--- src/rtl/noc_router_credit.sv ---
// +--------------------------------------------------------------------------+
// | Module  : noc_router_credit                                              |
// | Brief   : 5-port XY mesh router, input FIFOs, round-robin output         |
// |           arbitration, credit-based flow control toward downstream.      |
// |           Define ROUTER_ERR_EN to add sticky err_ovf flags.              |
// | Revision: 1.0 - initial release                                          |
// +--------------------------------------------------------------------------+
`default_nettype none

module noc_router_credit #(
    parameter int DATA_W = 12,
    parameter int DEPTH  = 4,
    parameter int ID_W   = 4
) (
    input  logic                       clk,
    input  logic                       rst_n,
    input  logic [ID_W-1:0]            ID,
    input  logic [5*(DATA_W+1)-1:0]    indata,
    output logic [5*(DATA_W+1)-1:0]    outdata,
    input  logic [4:0]                 credit_in,
    output logic [4:0]                 credit_out
`ifdef ROUTER_ERR_EN
    ,
    output logic [4:0]                 err_ovf
`endif
);

    localparam int c_NP = 5;
    localparam int c_SW = DATA_W + 1;
    localparam int c_AW = (DEPTH > 1) ? $clog2(DEPTH) : 1;
    localparam int c_CW = $clog2(DEPTH + 1);
    localparam int c_HW = ID_W / 2;

    localparam logic [c_CW-1:0] c_FULL   = c_CW'(DEPTH);
    localparam logic [2:0]      c_PORT_P = 3'd0;
    localparam logic [2:0]      c_PORT_E = 3'd1;
    localparam logic [2:0]      c_PORT_S = 3'd2;
    localparam logic [2:0]      c_PORT_W = 3'd3;
    localparam logic [2:0]      c_PORT_N = 3'd4;
    localparam logic [2:0]      c_RR_RST = 3'd4;

    // ------------------------------------------------------------------
    // Helpers
    // ------------------------------------------------------------------
    function automatic logic [2:0] xy_route(input logic [ID_W-1:0] dst,
                                            input logic [ID_W-1:0] me);
        logic [c_HW-1:0] dx;
        logic [c_HW-1:0] dy;
        logic [c_HW-1:0] x;
        logic [c_HW-1:0] y;
        dx = dst[c_HW-1:0];
        dy = dst[ID_W-1:c_HW];
        x  = me[c_HW-1:0];
        y  = me[ID_W-1:c_HW];
        if (dx > x)      return c_PORT_E;
        else if (dx < x) return c_PORT_W;
        else if (dy > y) return c_PORT_S;
        else if (dy < y) return c_PORT_N;
        else             return c_PORT_P;
    endfunction

    function automatic logic [2:0] rr_next(input logic [2:0] base,
                                           input logic [2:0] step);
        logic [3:0] sum;
        sum = {1'b0, base} + {1'b0, step};
        if (sum >= 4'd5) sum = sum - 4'd5;
        return sum[2:0];
    endfunction

    // ------------------------------------------------------------------
    // Input slot unpacking
    // ------------------------------------------------------------------
    logic [c_NP-1:0]   w_in_vld;
    logic [DATA_W-1:0] w_in_pay [c_NP];

    generate
        for (genvar g = 0; g < c_NP; g++) begin : g_unpack
            assign w_in_vld[g] = indata[g*c_SW + DATA_W];
            assign w_in_pay[g] = indata[g*c_SW +: DATA_W];
        end
    endgenerate

    // ------------------------------------------------------------------
    // State
    // ------------------------------------------------------------------
    logic [DATA_W-1:0] mem_q    [c_NP][DEPTH];
    logic [DATA_W-1:0] mem_d    [c_NP][DEPTH];
    logic [c_AW-1:0]   wr_ptr_q [c_NP];
    logic [c_AW-1:0]   wr_ptr_d [c_NP];
    logic [c_AW-1:0]   rd_ptr_q [c_NP];
    logic [c_AW-1:0]   rd_ptr_d [c_NP];
    logic [c_CW-1:0]   fill_q   [c_NP];
    logic [c_CW-1:0]   fill_d   [c_NP];
    logic [c_CW-1:0]   crd_q    [c_NP];
    logic [c_CW-1:0]   crd_d    [c_NP];
    logic [2:0]        rr_q     [c_NP];
    logic [2:0]        rr_d     [c_NP];
    logic [5*c_SW-1:0] outdata_q;
    logic [5*c_SW-1:0] outdata_d;
    logic [c_NP-1:0]   credit_out_q;
    logic [c_NP-1:0]   credit_out_d;

    // ------------------------------------------------------------------
    // FIFO heads and their XY requests
    // ------------------------------------------------------------------
    logic [DATA_W-1:0] w_head  [c_NP];
    logic [2:0]        w_route [c_NP];
    logic [c_NP-1:0]   w_empty;
    logic [c_NP-1:0]   w_full;

    always_comb begin
        for (int i = 0; i < c_NP; i++) begin
            w_head[i]  = mem_q[i][rd_ptr_q[i]];
            w_route[i] = xy_route(w_head[i][DATA_W-1 -: ID_W], ID);
            w_empty[i] = (fill_q[i] == '0);
            w_full[i]  = (fill_q[i] == c_FULL);
        end
    end

    // ------------------------------------------------------------------
    // Per-output round-robin arbitration, gated by downstream credit
    // ------------------------------------------------------------------
    logic [c_NP-1:0] w_gnt;
    logic [2:0]      w_gnt_idx [c_NP];
    logic [c_NP-1:0] w_pop;
    logic [2:0]      w_cand;

    always_comb begin
        w_cand = '0;
        for (int o = 0; o < c_NP; o++) begin
            w_gnt[o]     = 1'b0;
            w_gnt_idx[o] = '0;
            for (int k = 1; k <= c_NP; k++) begin
                w_cand = rr_next(rr_q[o], 3'(k));
                if (!w_gnt[o] && (crd_q[o] != '0) && !w_empty[w_cand] &&
                    (w_route[w_cand] == 3'(o))) begin
                    w_gnt[o]     = 1'b1;
                    w_gnt_idx[o] = w_cand;
                end
            end
        end
        for (int i = 0; i < c_NP; i++) begin
            w_pop[i] = 1'b0;
            for (int o = 0; o < c_NP; o++) begin
                if (w_gnt[o] && (w_gnt_idx[o] == 3'(i))) w_pop[i] = 1'b1;
            end
        end
    end

    // ------------------------------------------------------------------
    // FIFO next state; a full FIFO still accepts when it pops this cycle
    // ------------------------------------------------------------------
    logic [c_NP-1:0] w_push;

    always_comb begin
        mem_d = mem_q;
        for (int i = 0; i < c_NP; i++) begin
            w_push[i]   = w_in_vld[i] && (!w_full[i] || w_pop[i]);
            wr_ptr_d[i] = wr_ptr_q[i];
            rd_ptr_d[i] = rd_ptr_q[i];
            if (w_push[i]) begin
                mem_d[i][wr_ptr_q[i]] = w_in_pay[i];
                wr_ptr_d[i]           = wr_ptr_q[i] + 1'b1;
            end
            if (w_pop[i]) rd_ptr_d[i] = rd_ptr_q[i] + 1'b1;
            fill_d[i] = fill_q[i] + c_CW'(w_push[i]) - c_CW'(w_pop[i]);
        end
    end

    // ------------------------------------------------------------------
    // Credits, RR pointers and registered outputs
    // ------------------------------------------------------------------
    always_comb begin
        outdata_d    = '0;
        credit_out_d = w_pop;
        for (int o = 0; o < c_NP; o++) begin
            crd_d[o] = crd_q[o];
            rr_d[o]  = rr_q[o];
            if (w_gnt[o]) begin
                outdata_d[o*c_SW +: c_SW] = {1'b1, w_head[w_gnt_idx[o]]};
                rr_d[o]                   = w_gnt_idx[o];
            end
            // A returned credit in the same cycle as a grant cancels out
            if (w_gnt[o] && !credit_in[o]) begin
                crd_d[o] = crd_q[o] - 1'b1;
            end else if (!w_gnt[o] && credit_in[o] && (crd_q[o] != c_FULL)) begin
                crd_d[o] = crd_q[o] + 1'b1;
            end
        end
    end

    always_ff @(posedge clk) begin
        if (!rst_n) begin
            for (int i = 0; i < c_NP; i++) begin
                wr_ptr_q[i] <= '0;
                rd_ptr_q[i] <= '0;
                fill_q[i]   <= '0;
                crd_q[i]    <= c_FULL;
                rr_q[i]     <= c_RR_RST;
            end
            outdata_q    <= '0;
            credit_out_q <= '0;
        end else begin
            wr_ptr_q     <= wr_ptr_d;
            rd_ptr_q     <= rd_ptr_d;
            fill_q       <= fill_d;
            crd_q        <= crd_d;
            rr_q         <= rr_d;
            outdata_q    <= outdata_d;
            credit_out_q <= credit_out_d;
        end
    end

    // Storage needs no reset: occupancy is tracked by the pointers
    always_ff @(posedge clk) begin
        mem_q <= mem_d;
    end

    assign outdata    = outdata_q;
    assign credit_out = credit_out_q;

`ifdef ROUTER_ERR_EN
    // ------------------------------------------------------------------
    // Sticky error flags: dropped flit or credit returned at saturation
    // ------------------------------------------------------------------
    logic [c_NP-1:0] w_drop;
    logic [c_NP-1:0] w_sat;
    logic [c_NP-1:0] err_q;
    logic [c_NP-1:0] err_d;

    always_comb begin
        for (int i = 0; i < c_NP; i++) begin
            w_drop[i] = w_in_vld[i] && w_full[i] && !w_pop[i];
            w_sat[i]  = credit_in[i] && !w_gnt[i] && (crd_q[i] == c_FULL);
        end
        err_d = err_q | w_drop | w_sat;
    end

    always_ff @(posedge clk) begin
        if (!rst_n) err_q <= '0;
        else        err_q <= err_d;
    end

    assign err_ovf = err_q;
`endif

endmodule

`default_nettype wire

--- config.mk ---
export PLATFORM = sky130hd
export DESIGN_NAME = noc_router_credit
export DESIGN_NICKNAME = d
export VERILOG_FILES = /design/src/rtl/noc_router_credit.sv
export SDC_FILE = /design/constraint.sdc
export NUM_CORES = 1
export LEC_CHECK = 0
export ABC_AREA = 1
export CAP_MARGIN = 5
export CORE_MARGIN = 3
export CORE_UTILIZATION = 45
export CTS_CLUSTER_SIZE = 20
export DETAILED_ROUTE_END_ITERATION = 6
export GPL_TIMING_DRIVEN = 1
export PLACE_DENSITY = 0.63
export RECOVER_POWER = 100
export SYNTH_ARGS = -nofsm -noshare
export SYNTH_HDL_FRONTEND = slang
export SYNTH_SLANG_ARGS = --single-unit
--- constraint.sdc ---
create_clock -name clk -period 5.7 [get_ports clk]
set_input_delay 1.14 -clock clk [delete_from_list [all_inputs] [get_ports clk]]
set_output_delay 1.14 -clock clk [all_outputs]
set_load 0.01 [all_outputs]
==> qor.yml, run 1 <==
worst_setup_path:
  cp_endpoint_kind: "register"
  critical_path_buf_inv_count: 6
  crit_path_max_incr_delay_ns: 0.55
  worst_path_most_repeated_cell: "nand2_1"
  worst_ep_arrival_time_ns: 5.77
  critPathKind: "input pin to register"
  critical_path_required_ns: 6.19
  kind_of_start_point_of_the_critical_path: "input pin"
  crit_path_top_delay_cell: "clkdlybuf4s50_1"
  crit_path_max_delay_family: "simple AND/OR/NAND/NOR gates"
  maximum_fanout_encountered_on_the_critical_timing_path: 6
logic_synthesis:
  synth_ff_type: "edfxtp_1"
  netlist_area_sq_um: 22460
  ys_seq_area_share_pct: 44.12
  synth.largest_area_cell: "edfxtp_1"
  synth_edf_count: 240
  post_synth_main_area_contributors: "edfxtp_1 32%, dfxtp_1 12%, nand2_1 11%"
  synthesis.area_per_instance_sq_um: 7.950
  post-synth-top-area-fraction_pct: 32.09
  register_bit_count_reported_by_yosys: 375
  mappedNetlistNets: 3015
  postSynthCellCount: 2825
  async_flop_share_pct: 0
  synth-warning-count: 0
  synth.lib_cells_used.distinct: 57
timing:
  hold_ws_ns: 0.4621
  finalWorstPathRequiredPeriod_ns: 5.274
  grt_setup_unrepaired: "no"
  setup_viol_count_final: 0
  fmax_mhz: 189.6
  hold_violations: 0
  clock_skew_ns: 0.02590
  relSlewSlack_pct: 12.19
  report.final.slew_viol_count: 0
  final_min_period_over_clock_period_pct: 92.53
  max_slew.worst_pin.slew_ns: 1.312
detailed_routing:
  dr.pass1.iters: 6
  avgRoutedWirePerCell_um: 18.85
  post_drt_via_cell_ratio: 5.457
  number_of_vias_in_the_routed_layout: 20514
  drt-initial-drc-count: 1848
  drcViolationCount: 0
  drt_wl_total_mm: 70.87
  drtAntennaViolNets: 0
place:
  gp_congestion: 0.9485
  dpl.hpwl_mm: 53.93
  io_buffers: 145
flow_run:
  cap_viol_max_count: 0
finish:
  syn2layout_area_growth_pct: 19.25
  number_of_nets_in_the_layout: 3252
  n_fill_cell: 4593
  share_of_cells_above_drive_strength_1_pct: 11.34
worst_hold_path:
  hold_path_class: "register to register"
clock_tree:
  htreeDepth: 2
  cts_root_buffer: "clkbuf_16"
  clk_pin_slew_ns: 0.06
  cts_max_path_buffers: 3
  clock_tree_from_tritoncts: "yes"
  holdBufCountCts: 0
  clkLatencyLatePin_ns: 0.58
  cts_inserted_buffers: 40
  cts_sinks: 375
die:
  dieArea_sq_um: 52630
  num_rows: 81
  core_sq_um: 49150
  dieWidth_um: 229.4
  floorplan.die.height_um: 229.4
  initial_cell_density_of_the_core_pct: 45.69
  io-pin-count: 146
global_route:
  initial_antenna_violation_count: 1
  grt_max_degree: 63
  grt.overflow.total: 0
  number_of_global_route_vias_before_repair: 19443
  grt_pass1_wl_mm: 108.6
  globalRouteTotalUtil_pct: 26.22
status:
  outcome: "finished, final reports clean"
[cell families after synthesis]
group,Yosys count,synth area share (%)
compound gates,595,15.45
xor+xnor,20,0.8802
fa+ha+maj,114,6.852
buf+inv,478,8.568
flops,375,44.12
simple gates,1243,24.12
[routing by layer]
metal	GRT usage, %	vias up	share of wire, %
li1	-	9973	-
met1	33.53	9625	41
met2	44.89	743	48
met3	3.308	171	6.3
met4	10.92	2	4.0
met5	0	-	0.013
[cell usage in the layout (no fill, tap or decap), types with 5 or more instances in the layout]
master           count
clkdlybuf4s50_1     14
buf_4              139
nand4_2              5
nand2_1            657
inv_2               27
a32o_1               8
nor2_1             241
edfxtp_1           240
clkinv_1             7
o31ai_1              7
nand4_1             34
nand3b_1            10
fa_1                15
a32oi_1              5
inv_1              349
nand3_2             17
o21ai_1             29
o211ai_1            70
clkbuf_8             5
clkbuf_16           40
a21o_1               6
nor3_1              20
nor2_2              18
a21oi_1            150
clkbuf_1            11
ha_1                99
xnor2_1              5
o22ai_1             38
xor2_1              12
a32oi_2              7
nor2_4               5
dfxtp_1            133
o21ai_0            238
dlygate4sd3_1      130
nand2_2             29
clkinv_2             5
a21oi_2              9
nand3_1            196
[timing repair]
item | in CTS | in global routing
resized for setup | 0 | 23
buffers inserted | 0 | 3
setup endpoints to repair | 0 | 10
[worst paths after layout]
kind | slack (ns) | from | cells after the start | end
max | 0.43 | ID[3] | 29 | fill_q[14]
min | 0.46 | fill_q[2] | 1 | fill_q[2]
min reg2reg | 0.46 | fill_q[2] | 1 | fill_q[2]
max reg2reg | 0.45 | rd_ptr_q[0] | 32 | fill_q[14]
[cells in the mapped netlist, types with 13 or more instances]
cell / count
fa_1: 15
o21ai_1: 29
nand2_2: 29
edfxtp_1: 240
a32oi_1: 13
buf_4: 17
o211ai_1: 70
o21ai_0: 238
clkbuf_1: 42
nor2_1: 242
o22ai_1: 42
nor3_1: 20
inv_1: 354
inv_2: 25
a21oi_1: 150
nand3_2: 18
dfxtp_1: 135
buf_2: 26
ha_1: 99
nor2_2: 17
nand4_1: 34
nand2_1: 657
nand3_1: 195
[state kept, by name, summed over array words and instances, names as in the netlist]
| register | cells |
|---|---|
| rr_q | 15 |
| fill_q | 15 |
| wr_ptr_q | 10 |
| mem_q | 240 |
| outdata | 65 |
| rd_ptr_q | 10 |
| crd_q | 15 |
| credit_out | 5 |
[final cells by class]
cell class / instances / area, sq um / area share (%)
Antenna cell: 1 / 2.502 / 0.009343
Clock buffer: 55 / 1107 / 4.134
Clock inverter: 19 / 176.4 / 0.6587
Inverter: 383 / 1450 / 5.414
Multi-Input combinational cell: 1972 / 10720 / 40.02
Sequential cell: 375 / 9912 / 37.01
Tap cell: 664 / 830.8 / 3.102
Timing Repair Buffer: 290 / 2585 / 9.651
[stage by stage]
stage	util, %	area, sq um	worst slack, ns	std cells	setup TNS (ns)
global route	54.48	26780	0.005057	3758	0
finish	54.49	26780	0.4261	3759	0
global placement	51.61	25370	-0.04827	3681	-0.08287
CTS	54.22	26650	0.1746	3755	0
floorplan	-	22460	0.9955	2825	0
detailed placement	51.61	25370	-0.1133	3681	-0.3729
Power of run 1 is left out: the tool's default activity adds up to more than one toggle a clock period on the data nets, which glitch-free logic cannot reach.
==> run 2, diff against run 1 <==
- CORE_UTILIZATION: 45 -> 40
- HOLD_SLACK_MARGIN: not set -> 0.03
- PLACE_DENSITY: 0.63 -> 0.58
- TNS_END_PERCENT: not set -> 20
==> qor.yml, run 2 (synthesis gave the netlist of run 1 again) <==
worst_setup_path:
  crit_path_max_delay_family: "simple AND/OR/NAND/NOR gates"
  crit_path_top_delay_cell: "clkdlybuf4s50_1"
  worst_ep_arrival_time_ns: 5.87
  critical_path_required_ns: 6.21
  worstRegToRegCells: 27
  maximum_fanout_encountered_on_the_critical_timing_path: 13
  cp-startpoint: "ID[1]"
  crit_path_max_incr_delay_ns: 0.52
  critical_path_buf_inv_count: 7
  critPathKind: "input pin to register"
  kind_of_start_point_of_the_critical_path: "input pin"
  critical_path.reg2reg.startpoint: "rd_ptr_q[4]"
  timing.critical_path.depth: 30
  worst_path_most_repeated_cell: "nand2_1"
  cp_endpoint_kind: "register"
detailed_routing:
  post_drt_via_cell_ratio: 5.295
  avgRoutedWirePerCell_um: 18.87
  dr.pass1.iters: 6
  drtAntennaViolNets: 0
  drt-initial-drc-count: 1782
  number_of_vias_in_the_routed_layout: 20529
  drt_wl_total_mm: 73.15
  drcViolationCount: 0
die:
  initial_cell_density_of_the_core_pct: 40.61
  io-pin-count: 146
  num_rows: 86
  dieArea_sq_um: 59030
  floorplan.die.height_um: 243.0
  dieWidth_um: 243.0
  core_sq_um: 55310
global_route:
  globalRouteTotalUtil_pct: 24.12
  number_of_global_route_vias_before_repair: 19534
  grt_pass1_wl_mm: 111.9
  grt_max_degree: 49
  grt.overflow.total: 0
  initial_antenna_violation_count: 2
place:
  gp_congestion: 0.9643
  dpl.hpwl_mm: 55.39
  io_buffers: 145
  post-place-cells: 3790
finish:
  postLayoutCoreUtil_pct: 48.97
  mostFrequentLayoutCell: "nand2_1"
  syn2layout_area_growth_pct: 20.60
  share_of_cells_above_drive_strength_1_pct: 11.32
  flip_flop_count_of_the_largest_register_all_copies_and_words_added: 240
  number_of_nets_in_the_layout: 3285
  layout.cells.non_filler: 3877
  largest-register: "mem_q"
  layout.cells.most_common_list: "658 x nand2_1, 349 x inv_1, 243 x o21ai_0"
worst_hold_path:
  min_from: "fill_q[2]"
  worst_hold_path.num_cells: 1
  hold_path_class: "register to register"
timing:
  hold_violations: 0
  relSlewSlack_pct: 37.88
  grt_setup_unrepaired: "no"
  fmax_mhz: 186.6
  clock_skew_ns: 0.03430
  final_min_period_over_clock_period_pct: 94.03
  setup_viol_count_final: 0
  finalWorstPathRequiredPeriod_ns: 5.360
  max_slew.worst_pin.slew_ns: 0.9247
  report.final.slew_viol_count: 0
  fin_setup_tns_ns: 0
clock_tree:
  clk_pin_slew_ns: 0.06
  htreeDepth: 2
  clock_tree_from_tritoncts: "yes"
  cts_max_path_buffers: 3
  cts_sinks: 375
  cts_root_buffer: "clkbuf_16"
  cts_inserted_buffers: 42
  clkLatencyLatePin_ns: 0.60
flow_run:
  cap_viol_max_count: 0
status:
  outcome: "finished, final reports clean"
-- run 2: path summary, 6_finish.rpt --
path / slack (ns) / to
max: 0.34 / fill_q[5]
min: 0.47 / fill_q[2]
max reg2reg: 0.38 / mem_q[221]
min reg2reg: 0.47 / fill_q[2]
-- run 2: metrics by stage --
| stage | setup slack, ns | cell area (sq um) | hold slack, ns |
|---|---|---|---|
| finish | 0.3400 | 27080 | 0.4746 |
| floorplan | 0.9955 | 22460 | 0.4223 |
| global route | 0.008998 | 27080 | 0.5030 |
| global placement | -0.1240 | 25650 | 0.4386 |
| CTS | 0.007470 | 27140 | 0.4651 |
| detailed placement | -0.1817 | 25650 | 0.4536 |
-- run 2: final cells by class --
class                   instances  area (sq um)
diodes                          1         2.502
clock buffers                  54          1166
clock inverters                23         324.1
fillers                      5372         28220
inverters                     383          1459
multi-input cells            1972         10660
flip-flops and latches        375          9915
well taps                     748         935.9
repair buffers                320          2619
repair inverters                1         5.005
-- run 2: what timing repair did --
item	CTS	global route
resized for setup	0	27
hold buffers	0	0
hold endpoints to repair	0	0
setup endpoints to repair	0	10
buffers inserted	0	8
-- run 2: layer usage --
layer	GRT usage [%]	vias to the layer above	wire length, um
met1	31.39	9650	30940
met4	8.471	2	2533
li1	-	10030	-
met3	3.126	144	4378
met2	41.33	703	35290
met5	0	-	13
Power of run 2 is left out for the same reason.
